`config.mk`:
```
export PLATFORM = sky130hd
export DESIGN_NAME = i2s_tx_24
export DESIGN_NICKNAME = d
export VERILOG_FILES = /design/src/rtl/i2s_tx_24.sv
export SDC_FILE = /design/constraint.sdc
export NUM_CORES = 1
export LEC_CHECK = 0
export BUFFER_PORTS_ARGS = -buffer_cell sky130_fd_sc_hd__buf_2
export CORE_ASPECT_RATIO = 0.6
export CORE_MARGIN = 3
export CORE_UTILIZATION = 30
export CTS_CLUSTER_DIAMETER = 150
export DETAILED_ROUTE_END_ITERATION = 10
export SLEW_MARGIN = 20
export SYNTH_ARGS = -nofsm -noshare
export SYNTH_HDL_FRONTEND = slang
export SYNTH_SLANG_ARGS = --single-unit
```
`constraint.sdc`:
```
create_clock -name clk_i -period 2.2 [get_ports clk_i]
set_input_delay 0.66 -clock clk_i [delete_from_list [all_inputs] [get_ports clk_i]]
set_output_delay 0.66 -clock clk_i [all_outputs]
set_load 0.03 [all_outputs]
```
`src/rtl/i2s_tx_24.sv`:
```
`default_nettype none
// +--------------------------------------------------------------------------+
// | i2s_tx_24 : I2S master transmitter, stereo 24-bit, one-entry input buffer |
// | Optional macro I2S_TX_REPEAT_EN: retransmit the last pair on underrun.    |
// | Revision: 1.0                                                             |
// +--------------------------------------------------------------------------+
module i2s_tx_24 #(
  parameter int CLK_DIV   = 4,
  parameter int SLOT_BITS = 32
) (
  input  logic        clk_i,
  input  logic        rst_i,
  input  logic [23:0] left_i,
  input  logic [23:0] right_i,
  input  logic        valid_i,
  output logic        ready_o,
  output logic        sck_o,
  output logic        ws_o,
  output logic        sd_o,
  output logic        underrun_o
);

  localparam int DIV_W = (CLK_DIV > 1) ? $clog2(CLK_DIV) : 1;
  localparam int CNT_W = $clog2(2 * SLOT_BITS);

  localparam logic [DIV_W-1:0] C_DIV_LAST   = DIV_W'(CLK_DIV - 1);
  localparam logic [DIV_W-1:0] C_DIV_ONE    = DIV_W'(1);
  localparam logic [CNT_W-1:0] C_POS_ONE    = CNT_W'(1);
  localparam logic [CNT_W-1:0] C_POS_LAST   = CNT_W'(2 * SLOT_BITS - 1);
  localparam logic [CNT_W-1:0] C_POS_SLOT   = CNT_W'(SLOT_BITS);
  localparam logic [CNT_W-1:0] C_POS_WS_ON  = CNT_W'(SLOT_BITS - 1);
  localparam logic [CNT_W-1:0] C_POS_WS_OFF = CNT_W'(2 * SLOT_BITS - 2);
  localparam logic [CNT_W-1:0] C_DATA_BITS  = CNT_W'(24);

  logic [DIV_W-1:0] div_q, div_d;
  logic             sck_q, sck_d;
  logic [CNT_W-1:0] pos_q, pos_d;
  logic             ws_q, ws_d;
  logic             sd_q, sd_d;
  logic [47:0]      shift_q, shift_d;
  logic             und_q, und_d;
  logic             ready_q, ready_d;
  logic [47:0]      buf_q, buf_d;

  logic             w_tick;
  logic             w_fall;
  logic             w_load;
  logic             w_accept;
  logic [CNT_W-1:0] w_pos_nxt;
  logic [CNT_W-1:0] w_slot_k;
  logic [47:0]      w_idle_src;
  logic [47:0]      w_frame_src;

`ifdef I2S_TX_REPEAT_EN
  logic [47:0] prev_q;

  always_ff @(posedge clk_i) begin
    if (rst_i) begin
      prev_q <= '0;
    end else if (w_load && !ready_q) begin
      prev_q <= buf_q;
    end
  end

  assign w_idle_src = prev_q;
`else
  assign w_idle_src = '0;
`endif

  always_comb begin
    div_d       = div_q + C_DIV_ONE;
    sck_d       = sck_q;
    pos_d       = pos_q;
    ws_d        = ws_q;
    sd_d        = sd_q;
    shift_d     = shift_q;
    und_d       = 1'b0;
    ready_d     = ready_q;
    buf_d       = buf_q;

    w_tick      = (div_q == C_DIV_LAST);
    w_fall      = w_tick && sck_q;
    w_pos_nxt   = (pos_q == C_POS_LAST) ? '0 : pos_q + C_POS_ONE;
    w_slot_k    = (w_pos_nxt >= C_POS_SLOT) ? w_pos_nxt - C_POS_SLOT : w_pos_nxt;
    w_load      = w_fall && (w_pos_nxt == '0);
    w_accept    = valid_i && ready_q;
    w_frame_src = ready_q ? w_idle_src : buf_q;

    if (w_tick) begin
      div_d = '0;
      sck_d = ~sck_q;
    end

    // After 23 shifts the right sample sits at the top, ready for its slot.
    if (w_fall) begin
      pos_d = w_pos_nxt;
      ws_d  = (w_pos_nxt >= C_POS_WS_ON) && (w_pos_nxt <= C_POS_WS_OFF);
      if (w_load) begin
        sd_d    = w_frame_src[47];
        shift_d = {w_frame_src[46:0], 1'b0};
        und_d   = ready_q;
      end else if (w_slot_k < C_DATA_BITS) begin
        sd_d    = shift_q[47];
        shift_d = {shift_q[46:0], 1'b0};
      end else begin
        sd_d    = 1'b0;
      end
    end

    // Load sees the pre-cycle buffer; accept and buffer-load are exclusive.
    if (w_load && !ready_q) begin
      ready_d = 1'b1;
    end
    if (w_accept) begin
      ready_d = 1'b0;
      buf_d   = {left_i, right_i};
    end
  end

  always_ff @(posedge clk_i) begin
    if (rst_i) begin
      div_q   <= '0;
      sck_q   <= 1'b0;
      pos_q   <= C_POS_LAST;
      ws_q    <= 1'b0;
      sd_q    <= 1'b0;
      shift_q <= '0;
      und_q   <= 1'b0;
      ready_q <= 1'b1;
      buf_q   <= '0;
    end else begin
      div_q   <= div_d;
      sck_q   <= sck_d;
      pos_q   <= pos_d;
      ws_q    <= ws_d;
      sd_q    <= sd_d;
      shift_q <= shift_d;
      und_q   <= und_d;
      ready_q <= ready_d;
      buf_q   <= buf_d;
    end
  end

  assign ready_o    = ready_q;
  assign sck_o      = sck_q;
  assign ws_o       = ws_q;
  assign sd_o       = sd_q;
  assign underrun_o = und_q;

endmodule
`default_nettype wire

```
==> results.yml <==
power:
  p_int_mw: 3.06
  power_frac_comb: 0.077
  power_mw: 4.02
  p_per_area_nw_per_um2: 711
  switching_share: 0.239
  pwr-share-seq: 0.513
  leakagePower_nw: 2.19
  power_frac_clock: 0.411
  max-vdd-ir-drop_mv: 0.336
  switchingPower_mw: 0.959
synth:
  yosysWarnings: 0
  ys.flop_type: "dfxtp_1"
  synthArstFlopShare: 0
  yosys_register_bits: 108
  synth_cell_types: 45
  avgSynthCellArea_sq_um: 8.34
  synth_edf_count: 0
  yosysSeqAreaShare: 0.460
  syn_inst: 563
  syn_nets: 619
  syn-cell-area_sq_um: 4700
global_routing:
  met3_usage: 0.0337
  grt_first_pass_wirelength_mm: 19.2
  grtUsageMet2: 0.226
  gr-total-overflow: 0
  grt_util_all_layers: 0.136
  grtUsageMet1: 0.181
  antenna_found_initial: 0
  grt_max_degree: 59
  grt.busiest_layer: "met2"
  grt_pass1_vias: 3979
cts:
  clkTransAtPathRegs_ns: 0.07
  cts_hold_buffers: 0
  clock_sinks: 108
  numCtsBuffers: 9
  cts_root_buffer: "clkbuf_16"
  htree_levels: 3
  clock_path_buffers: 2
  cts_tree: "done"
  insertion_delay_ns: 0.35
sta:
  tns_ns: 0
  fin_ws_ns: 0.0749
  fin_crit_ns: 2.13
  fmax_ghz: 0.471
  skew_ns: 0.00811
  drv_slew: 0
  setup_violations: 0
  hold_viol: 0
  relSlewSlack: 0.679
  tightest_slew_ns: 0.481
  fin_crit_sh: 0.966
die:
  ios: 56
  die-area_sq_um: 17200
  fp-row-count: 34
  core-area_sq_um: 14900
  initial_utilization: 0.315
  die_h_microns: 103
  die_width_microns: 168
run:
  drv_cap: 0
drt:
  antenna_left: 0
  wl_per_cell_microns: 14.6
  dr_total_vias: 4011
  first_iter_violations: 331
  vias_per_cell: 4.98
  first_pass_iters: 4
  wl_mm: 11.7
  drc: 0
worst_setup_path:
  crit_path_max_fanout: 23
  timing.rr.start: "pos_q[0]$_SDFFE_PP1P_"
  setup.worst_path.end_class: "flip-flop"
  setup.worst_path.start_class: "flip-flop"
  cp.required_ns: 2.42
  critPathKind: "flip-flop to flip-flop"
  startpoint: "pos_q[0]$_SDFFE_PP1P_"
  critPathArrivalTime_ns: 2.35
placed_design:
  place_worst_setup_slack_ns: -0.0700
  hpwl_mm: 7.53
  io_buffer_count: 55
  place.gp.congestion: 0.780
  dp.cells: 785
min_path:
  hp-start: "div_q[0]$_SDFF_PP0_"
  hold_class: "flip-flop to flip-flop"
run_status:
  status: "finished, final reports clean"
cells_and_area:
  final_cells: 805
  final_util: 0.380
  drive_above_1_share: 0.221
  antennaDiodeCount: 0
  nFillCells: 1514
  fin_nets: 658
  area_growth_pct: 20.4
flip-flops by register name, summed over array words and instances, names as in the netlist:
| signal | cells |
|---|---|
| ready_o | 1 |
| shift_q | 47 |
| ws_o | 1 |
| sck_o | 1 |
| div_q | 2 |
| underrun_o | 1 |
| pos_q | 6 |
| buf_q | 48 |
| sd_o | 1 |
layout make-up:
type                       instances  area, sq um  share of cell area
multi-input combinational        399         2340               0.413
timing repair buffer              79          583               0.103
clock buffer                      11          243              0.0429
sequential                       108         2170               0.383
clock inverter                     5         60.1              0.0106
inverter                           5         18.8             0.00332
tap                              198          248              0.0438
critical path: stages, from the launching register on:
cell and delay [ns]:
dfxtp_1 0.38, buf_4 0.19, nand2_2 0.10, o221a_2 0.34
a211oi_4 0.23, buf_4 0.16, buf_12 0.16, nor2_1 0.06
a2111oi_1 0.38
per-stage QoR:
stage | area (sq um) | hold slack [ns]
6_report | 5660 | 0.430
5_1_grt | 5660 | 0.457
4_1_cts | 5580 | 0.433
3_5_place_dp | 5230 | 0.422
3_3_place_gp | 5230 | 0.413
2_1_floorplan | 4700 | 0.404
cells in the final DEF, fill, tap and decap left out, drive strengths merged, types with 4 or more instances in the layout:
cell,count
a2111oi,45
a21oi,98
buf,78
clkbuf,12
dfxtp,108
ha,5
inv,6
nand2,103
nand3,4
nor2,96
path summary, 6_finish.rpt:
| check | end | slack [ns] | cells after the start |
|---|---|---|---|
| max reg2reg | shift_q[17]$_SDFFE_PP0P_ | 0.07 | 8 |
| max | shift_q[17]$_SDFFE_PP0P_ | 0.07 | 8 |
| min | div_q[0]$_SDFF_PP0_ | 0.43 | 1 |
| min reg2reg | div_q[0]$_SDFF_PP0_ | 0.43 | 1 |
Yosys cell counts (all sizes together) (3+ instances only):
library cell  number  share of area
a21oi             98           0.10
xor2               3         0.0056
nand2            103          0.082
nor2b              3         0.0040
clkbuf            33          0.026
o21ai              3         0.0032
nand4              3         0.0040
dfxtp            108           0.46
ha                 5          0.013
nand3              4         0.0043
a211o              3         0.0056
nor3               3         0.0032
and3               3         0.0040
inv                5         0.0040
buf               18          0.025
a2111oi           45           0.12
nor2              96          0.077
power groups by stage:
stage               clock, mW  combinational [mW]  sequential (mW)
floorplan                   0               0.186             2.10
global placement            0               0.296             2.10
detailed placement          0               0.306             2.11
CTS                      1.68               0.309             2.06
global route             1.75               0.348             2.07
finish                   1.65               0.308             2.06
timing repair:
action / in CTS / in global routing
endpoints found under the setup margin: 39 / 45
resized for setup: 3 / 15
gates cloned: 1 / 1
setup buffers: 0 / 2
pin swaps: 1 / 2
logic make-up after synthesis:
logic type	Yosys count	synth area share
DFF	108	0.460
and+or+nand+nor	225	0.194
adders and majority gates	5	0.0133
AOI/OAI and AO/OA	164	0.268
buffers and inverters	56	0.0549
xor gates and xnor gates	5	0.00933
per-layer routing:
| metal | part of all wire | up-vias |
|---|---|---|
| met5 | 0 | - |
| li1 | - | 2030 |
| met1 | 0.49 | 1891 |
| met2 | 0.45 | 80 |
| met3 | 0.051 | 10 |
| met4 | 0.0092 | 0 |
No activity file was read; power rests on OpenSTA's default activity.
